<file path="src/rtl/rpn_stack_pkg.sv">
// Shared definitions for the RPN calculator: ALU opcodes, command and error encodings, FSM states.
// No logic; constants, types and two small decode helpers only.
// Imported by the stack sequencer and by the ALU so both agree on every code.
package rpn_stack_pkg;

  // ALU opcode field width and codes; any code above AC_RM is illegal.
  localparam int AC_N = 4;
  localparam logic [AC_N-1:0] AC_AD = 4'd0;  // A + B
  localparam logic [AC_N-1:0] AC_SB = 4'd1;  // A - B
  localparam logic [AC_N-1:0] AC_AN = 4'd2;  // A & B
  localparam logic [AC_N-1:0] AC_OR = 4'd3;  // A | B
  localparam logic [AC_N-1:0] AC_LS = 4'd4;  // signed A < B -> 1/0
  localparam logic [AC_N-1:0] AC_MU = 4'd5;  // low N bits of A * B
  localparam logic [AC_N-1:0] AC_DI = 4'd6;  // signed A / B, toward zero
  localparam logic [AC_N-1:0] AC_RM = 4'd7;  // signed A % B, sign of A

  // Front-end command encodings on in_op.
  localparam logic [1:0] OP_PUSH = 2'd0;
  localparam logic [1:0] OP_EXEC = 2'd1;
  localparam logic [1:0] OP_POP  = 2'd2;
  localparam logic [1:0] OP_CLR  = 2'd3;

  // Sticky error code values.
  localparam logic [2:0] ER_NONE = 3'd0;
  localparam logic [2:0] ER_OVF  = 3'd1;
  localparam logic [2:0] ER_UDF  = 3'd2;
  localparam logic [2:0] ER_DIV0 = 3'd3;
  localparam logic [2:0] ER_ILL  = 3'd4;

  // Sequencer states: idle/accepting, operand capture, write-back.
  typedef enum logic [1:0] {
    ST_IDLE = 2'd0,
    ST_OPS  = 2'd1,
    ST_WB   = 2'd2
  } state_t;

  // True for opcodes the ALU implements.
  function automatic logic cmd_legal(input logic [AC_N-1:0] c);
    return (c <= AC_RM);
  endfunction

  // True for opcodes that divide by B.
  function automatic logic cmd_is_div(input logic [AC_N-1:0] c);
    return (c == AC_DI) || (c == AC_RM);
  endfunction

endpackage

</file>
<file path="src/rtl/rpn_stack_alu.sv">
// Combinational calculator ALU: C = A <cmd> B on N-bit signed operands.
// Zero latency; purely combinational.
// No handshake; the caller holds operands stable while C is consumed.
module rpn_stack_alu
  import rpn_stack_pkg::*;
#(
  parameter int N = 16
) (
  input  logic [AC_N-1:0] cmd,
  input  logic [N-1:0]    a,
  input  logic [N-1:0]    b,
  output logic [N-1:0]    c
);

  // Result select; divide by zero returns 0 as a safe value (the sequencer never issues it).
  always_comb begin
    c = '0;
    case (cmd)
      AC_AD: c = a + b;
      AC_SB: c = a - b;
      AC_AN: c = a & b;
      AC_OR: c = a | b;
      AC_LS: c = {{(N-1){1'b0}}, ($signed(a) < $signed(b))};
      AC_MU: c = a * b;
      AC_DI: if (b != '0) c = $signed(a) / $signed(b);
      AC_RM: if (b != '0) c = $signed(a) % $signed(b);
      default: c = '0;
    endcase
  end

endmodule

</file>
<file path="src/rtl/rpn_stack.sv">
// Operand stack and sequencer feeding the ALU; PUSH/POP/CLR complete in 1 cycle.
// EXEC takes 3 cycles acceptance-to-acceptance (IDLE -> OPS -> WB); new top visible at t+3.
// in_ready is high only in IDLE; upstream holds its command while in_ready is low.
module rpn_stack
  import rpn_stack_pkg::*;
#(
  parameter int N     = 16,
  parameter int DEPTH = 8,
  parameter int DW    = $clog2(DEPTH+1)
) (
  input  logic            clk,
  input  logic            rst,
  input  logic            in_valid,
  output logic            in_ready,
  input  logic [1:0]      in_op,
  input  logic [N-1:0]    in_data,
  input  logic [AC_N-1:0] in_cmd,
  output logic [N-1:0]    top,
  output logic [DW-1:0]   depth,
  output logic [2:0]      err_code
);

  localparam int AW = $clog2(DEPTH);
  localparam logic [DW-1:0] DEPTH_W = DW'(DEPTH);
  localparam logic [DW-1:0] TWO_W   = DW'(2);

  state_t            state, state_nxt;
  logic [N-1:0]      mem [DEPTH];
  logic [DW-1:0]     depth_q;
  logic [2:0]        err_q;
  logic [N-1:0]      op_a, op_b, alu_c, mem_top;
  logic [AC_N-1:0]   op_cmd;
  logic [AW-1:0]     idx_push, idx_top, idx_sec;

  logic              push_we, pop_en, clr_en, exec_go, ops_ld, wb_en;
  logic [2:0]        err_new;

  // Entry addresses; truncation is safe because each is only used when in range.
  assign idx_push = AW'(depth_q);
  assign idx_top  = AW'(depth_q - 1'b1);
  assign idx_sec  = AW'(depth_q - TWO_W);
  assign mem_top  = mem[idx_top];

  assign top      = (depth_q != '0) ? mem_top : '0;
  assign depth    = depth_q;
  assign err_code = err_q;

  // State register; reset mid-EXEC drops back to IDLE so WB never happens.
  always_ff @(posedge clk) begin
    if (rst) state <= ST_IDLE;
    else     state <= state_nxt;
  end

  // Next-state, handshake and command decode; all checks use the pre-command stack.
  always_comb begin
    state_nxt = state;
    in_ready  = 1'b0;
    push_we   = 1'b0;
    pop_en    = 1'b0;
    clr_en    = 1'b0;
    exec_go   = 1'b0;
    ops_ld    = 1'b0;
    wb_en     = 1'b0;
    err_new   = ER_NONE;
    case (state)
      ST_IDLE: begin
        in_ready = 1'b1;
        if (in_valid) begin
          case (in_op)
            OP_PUSH: begin
              if (depth_q < DEPTH_W) push_we = 1'b1;
              else                   err_new = ER_OVF;
            end
            OP_POP: begin
              if (depth_q != '0) pop_en  = 1'b1;
              else               err_new = ER_UDF;
            end
            OP_CLR: clr_en = 1'b1;
            default: begin  // OP_EXEC
              if (depth_q < TWO_W)                           err_new = ER_UDF;
              else if (!cmd_legal(in_cmd))                   err_new = ER_ILL;
              else if (cmd_is_div(in_cmd) && mem_top == '0)  err_new = ER_DIV0;
              else begin
                exec_go   = 1'b1;
                state_nxt = ST_OPS;
              end
            end
          endcase
        end
      end
      ST_OPS: begin
        ops_ld    = 1'b1;
        state_nxt = ST_WB;
      end
      ST_WB: begin
        wb_en     = 1'b1;
        state_nxt = ST_IDLE;
      end
      default: state_nxt = ST_IDLE;
    endcase
  end

  // Depth and sticky error: CLR wipes both, otherwise only the first error is kept.
  always_ff @(posedge clk) begin
    if (rst) begin
      depth_q <= '0;
      err_q   <= ER_NONE;
    end else if (clr_en) begin
      depth_q <= '0;
      err_q   <= ER_NONE;
    end else begin
      if (push_we)         depth_q <= depth_q + 1'b1;
      else if (pop_en || wb_en) depth_q <= depth_q - 1'b1;
      if (err_q == ER_NONE && err_new != ER_NONE) err_q <= err_new;
    end
  end

  // Stack storage (not reset): PUSH writes above the top, WB overwrites the second entry.
  always_ff @(posedge clk) begin
    if (!rst && push_we) mem[idx_push] <= in_data;
    if (!rst && wb_en)   mem[idx_sec]  <= alu_c;
  end

  // Operand registers: opcode captured at acceptance, A/B captured in OPS for use in WB.
  always_ff @(posedge clk) begin
    if (exec_go) op_cmd <= in_cmd;
    if (ops_ld) begin
      op_a <= mem[idx_sec];
      op_b <= mem_top;
    end
  end

  rpn_stack_alu #(.N(N)) u_alu (
    .cmd (op_cmd),
    .a   (op_a),
    .b   (op_b),
    .c   (alu_c)
  );

endmodule

</file>
<file path="config.mk">
export PLATFORM = sky130hd
export DESIGN_NAME = rpn_stack
export DESIGN_NICKNAME = d
export VERILOG_FILES = /design/src/rtl/rpn_stack_pkg.sv /design/src/rtl/rpn_stack_alu.sv /design/src/rtl/rpn_stack.sv
export SDC_FILE = /design/constraint.sdc
export NUM_CORES = 1
export LEC_CHECK = 0
export ABC_AREA = 1
export CORE_MARGIN = 3
export CORE_UTILIZATION = 45
export DETAILED_ROUTE_END_ITERATION = 10
export MAX_ROUTING_LAYER = met4
export PLACE_DENSITY_LB_ADDON = 0.15
export SYNTH_ARGS = -nofsm -noshare
export SYNTH_HDL_FRONTEND = slang
export SYNTH_SLANG_ARGS = --single-unit
</file>
<file path="constraint.sdc">
create_clock -name clk -period 48.3 [get_ports clk]
set_input_delay 9.66 -clock clk [delete_from_list [all_inputs] [get_ports clk]]
set_output_delay 9.66 -clock clk [all_outputs]
set_load 0.01 [all_outputs]
</file>
### Yosys cells after proc, flatten, opt, wreduce, memory -nomap -nowiden

Memories as Yosys holds them, arrays and structs flattened. A register that Yosys moved wholly into a read port is not among the register bits.
Cells that the tools add are included.

* bits in registers: 29
* bits in latches: 0
* RAM bits: 128
* memory bits (read-only): 0
* output and inout port bits: 24
* logic and storage cells: 105
* memories kept: 1

Memory list
* mem: depth 8, width 16, read ports 2, clocked after memory_dff 1, write ports 1, line rpn_stack.sv:28 `logic [N-1:0] mem [DEPTH];`

* add/sub/neg operators: 5
* $mul: 1
* divide/modulo/power cells: 2
* order comparisons: 4
* eq/ne operators: 18
* shift-type cells: 0
* muxes and demuxes: 47
* bitwise logic cells: 2
* reduce and logical (&&, ||, !) cells: 20

Operators by type and width (number)
* case mux 16 bit (8 select lines): 1
* two-way mux 16 bit: 4
* two-way mux 1 bit: 26
* equality test 4 x 3 -> 1 bit, second input constant: 6
* adder 16 bit: 1
* bitwise AND 16 bit: 1
* divider 16 x 16 -> 16 bit: 1
* logical NOT 16 bit: 1
* less-than comparator 16 bit: 1
* modulo 16 x 16 -> 16 bit: 1
* multiplier 16 x 16 -> 16 bit: 1
* OR 16 bit: 1
* nonzero test 16 bit: 1
* OR reduction 16 bit: 1
* subtractor 16 bit: 1
* two-way mux 3 bit: 5
* two-way mux 2 bit: 7
* inequality test 2 bit, second input constant: 5
* case mux 3 bit (3 select lines): 1
* equality test 4 x 2 -> 1 bit, second input constant: 2
* two-way mux 4 bit: 2
* equality test 2 bit, second input constant: 3
* AND reduction 5 bit: 1
* adder 4 x 1 -> 4 bit, second input constant: 1
* other kinds (19): 24

### Longest topological paths before layout

An unclocked memory read counts as a cell.

* depth in word-level cells: 12
* gate-level depth with buffers: 221
* depth with buffers taken out: 215

### Cells and area by module

Synthesis repeated with hierarchy kept, for this count alone.

* cells, all modules: 3457
* area total of the unflattened synthesis: 23935.5 µm²

Modules (own cells, without submodules)
* rpn_stack_alu: times used 1, cells an instance 2607, area each 15573.7 µm²
* rpn_stack: times used 1, cells an instance 850, area each 8361.8 µm²

### Least setup slack after synthesis

OpenSTA, ideal clock, no wires.

* path type: flip-flop to flip-flop
* start: register op_b[1]
* end: memory mem[0][14], data pin
* setup time: 0.283 ns
* arrival time: 26.015 ns
* setup slack: 22.002 ns
* stages on the path, launching flop included: 206
* path buffers: 11
* cell sequence: edfxtp_1 -> buf_2 -> buf_1 -> inv_1 -> ha_1 -> inv_1 -> nand2_1 -> o21ai_0 -> nand2_1 -> nor2_1 -> nand3_1 -> nor2_1 -> nand4_1 -> o21ai_2 -> nand2_1 -> o21ai_0 -> inv_1 -> ha_1 -> [170 not listed] -> nand3_1 -> clkinv_1 -> buf_4 -> ha_1 -> inv_1 -> nor3_1 -> inv_1 -> nor3_1 -> inv_1 -> nor3_1 -> nand3_1 -> nor3_1 -> a31oi_1 -> or2_1 -> nand3_1 -> nand3_1 -> nand2_1 -> nand2_1

* word-level cells in the longest chain between the ends: 4
* elaborated cells on any way between the ends: 10
* those cells by class: add/sub: 2; mul: 1; div: 2; mux: 4; reduce/logical: 1

RTL lines
* from (decl): line rpn_stack.sv:31 `logic [N-1:0] op_a, op_b, alu_c, mem_top;`
* from (signal assigned): line rpn_stack.sv:129 `op_b <= mem_top;`
* modulo 16 x 16 -> 16 bit (tied with other cells): line rpn_stack_alu.sv:26 `AC_RM: if (b != '0) c = $signed(a) % $signed(b);`
* two-way mux 16 bit, on equally long branches: line rpn_stack_alu.sv:26, rpn_stack_alu.sv:25
* case mux 16 bit (8 select lines) *: line rpn_stack_alu.sv:18 `case (cmd)`
* two-way mux 16 bit (no line) *
* to (decl): line rpn_stack.sv:28

Mark *: on every way between the ends. The rest lies on a longest branch, timed or not.

### Worst setup path after layout

* start: register op_b[0]
* end: memory mem[1][9], data pin

The elaborated chain is that of the path after synthesis.

==> reports/metrics.cfg <==
[status]
status = finished clean

[cells_and_area]
diodes = 0
area_growth_pct = 7.261
final_nets = 3787
final_util_pct = 49.41
final_cell_mix = nand2_1 (785), inv_1 (565), o21ai_0 (260)
final_common_cell = nand2_1
final-instance-count-excl-fill = 4128
drive_gt1_share_pct = 7.599

[yosys]
synthFlopType = edfxtp_1
yosysUniqueCellTypes = 61
synth_edf_count = 164
ys_seq_elements = 173
synthCells = 3441
syn_area_um2 = 23920
synthArstFlopShare_pct = 0
yosysWarnings = 0
synth.avg_cell_area_um2 = 6.951
yosysSeqAreaShare_pct = 21.34
synthesis.nets = 3793

[sta]
hold_viol_final = 0
slew_violations = 0
clock.fmax_mhz = 29.92
setup_viol = 0
rsz0062_at_grt = false
worst_pin_slew_ns = 1.133
setup_tns_ns = 0
clock_skew_ns = 0.01212
finalCriticalPeriod_ns = 33.42
period_share_pct = 69.19
relSlewSlack_pct = 24.35
hold_ws_ns = 0.4858

[worst_hold_path]
holdCritPathClass = reg2reg

[cts]
cts_hold_buf = 0
post_cts_buffers = 0
cts_buffers = 17
cts_tree = done
ctsLongestPathBuffers = 2
root_buffer = clkbuf_16
clock_sinks = 173
cts_max_level = 4
clk_latency_ns = 0.44
clkTransAtPathRegs_ns = 0.07
cts_resized = 0

[placed_design]
dpl.hpwl_um = 61650
gp_congestion = 1.023
placed_cells = 4096
io_buffers = 48

[critical_path]
path_max_fanout = 23
start_kind = flop
crit_arrival_ns = 33.51
required_ns = 48.39
max_stage_delay_ns = 0.73
critPathSlowestCell = clkinv_1
cp_common_cell = nand2_1
end_kind = flop
critPathKind = reg2reg

[routing]
vias_per_cell = 5.576
ant_nets = 0
first_iter_violations = 1935
wl_per_cell_um = 19.56
postRouteWirelength_um = 80730
vias = 23020
dr.pass1.iters = 6
drc_errors = 0

[die]
die_y_um = 236.6
io_pins = 49
dieArea_um2 = 55960
rows = 83
initial_core_util_pct = 46.07
core_um2 = 51920
die_x_um = 236.6

[global_route]
grt_max_degree = 101
overflow = 0
track_usage_pct = 29.02
grt_pass1_vias = 22300
grt_pass1_wl_um = 124900
grt_antenna_before_repair = 0

[power]
vdd_drop_max_mv = 0.03246
cellLeakagePower_nw = 12.90
power.total_uw = 474.5
p_per_area_nw_per_um2 = 18.50

[run]
max-cap-violations = 0

==> cell usage after synthesis (11+ instances only) <==
cell	count	share of area (%)
nand4_1	28	0.73
a21o_1	13	0.41
nand3_2	51	2.1
fa_1	83	6.9
ha_1	244	13
clkbuf_1	72	1.1
o21bai_1	22	0.69
nand2_1	785	12
o211ai_1	27	0.85
o21ai_1	16	0.33
or2_2	35	0.92
o21ai_0	261	5.5
nand3_1	184	3.8
inv_2	25	0.39
a21oi_1	214	4.5
buf_4	11	0.35
nand2_2	35	0.92
edfxtp_1	164	21
buf_2	21	0.44
nor2_1	237	3.7
inv_1	565	8.9
xor2_1	73	2.7
nor4_1	14	0.37
nor3_1	45	0.94
a31oi_1	29	0.76
xnor2_1	44	1.6
==> power breakdown <==
group / internal, mW / leakage [nW] / total (mW) / switching [mW]
Clock: 0.0820 / 0.292 / 0.141 / 0.0594
Combinational: 0.0560 / 11.1 / 0.163 / 0.107
Sequential: 0.167 / 1.55 / 0.170 / 0.00254
==> path summary, 6_finish.rpt <==
| kind | start | end | slack, ns | cells past startpoint |
|---|---|---|---|---|
| worst min register to register | err_code[0] | err_code[0] | 0.49 | 2 |
| worst max register to register | op_b[0] | mem[1][9] | 14.88 | 192 |
| worst min-delay path | err_code[0] | err_code[0] | 0.49 | 2 |
| worst max-delay path | op_b[0] | mem[1][9] | 14.88 | 192 |
==> metrics by stage <==
stage	worst slack (ns)	cell area, µm²
detailed placement	15.55	25050
floorplan	22.00	23920
global placement	16.57	25050
CTS	15.42	25660
global route	11.69	25660
finish	14.88	25660
==> sequential cells by signal, summed over array words and instances, names as in the netlist <==
signal / count
op_b: 16
state: 2
depth: 4
mem: 128
op_cmd: 4
op_a: 16
err_code: 3
==> critical path: cells and delay by family (launching register included) <==
kind                       cells  cell delay (ns)
adders and majority gates     16             5.19
xor gates and xnor gates       2             0.27
AOI/OAI and AO/OA             45             9.02
and+or+nand+nor               99            13.21
buffers and inverters         30             4.97
DFF                            1             0.36
==> layer usage <==
metal / vias up / track usage, % / routed length, µm
met5: - / - / 0
met4: 0 / 9.987 / 2870
met3: 162 / 3.017 / 4241
met2: 731 / 48.09 / 37830
met1: 10920 / 37.07 / 35790
li1: 11210 / - / -
==> cell type report <==
cell class	instances	area, µm²
clock buffers	17	425.4
clock inverters	15	182.7
fillers	5238	26270
inverters	602	2267
multi-input cells	2549	16010
flip-flops and latches	173	5110
well taps	680	850.8
repair buffers	92	810.8
==> cell families (layout without fill, tap and decap cells) <==
logic type               after synthesis  count (layout)  synth area share [%]
buffers and inverters                719             726                 11.79
AO/OA/AOI/OAI                        642             642                 14.99
adder cells (fa/ha/maj)              327             327                 19.71
AND/OR/NAND/NOR                     1463            1463                 27.89
flip-flops                           173             173                 21.34
XOR/XNOR                             117             117                 4.284
Power figures use the tool's default switching activity.
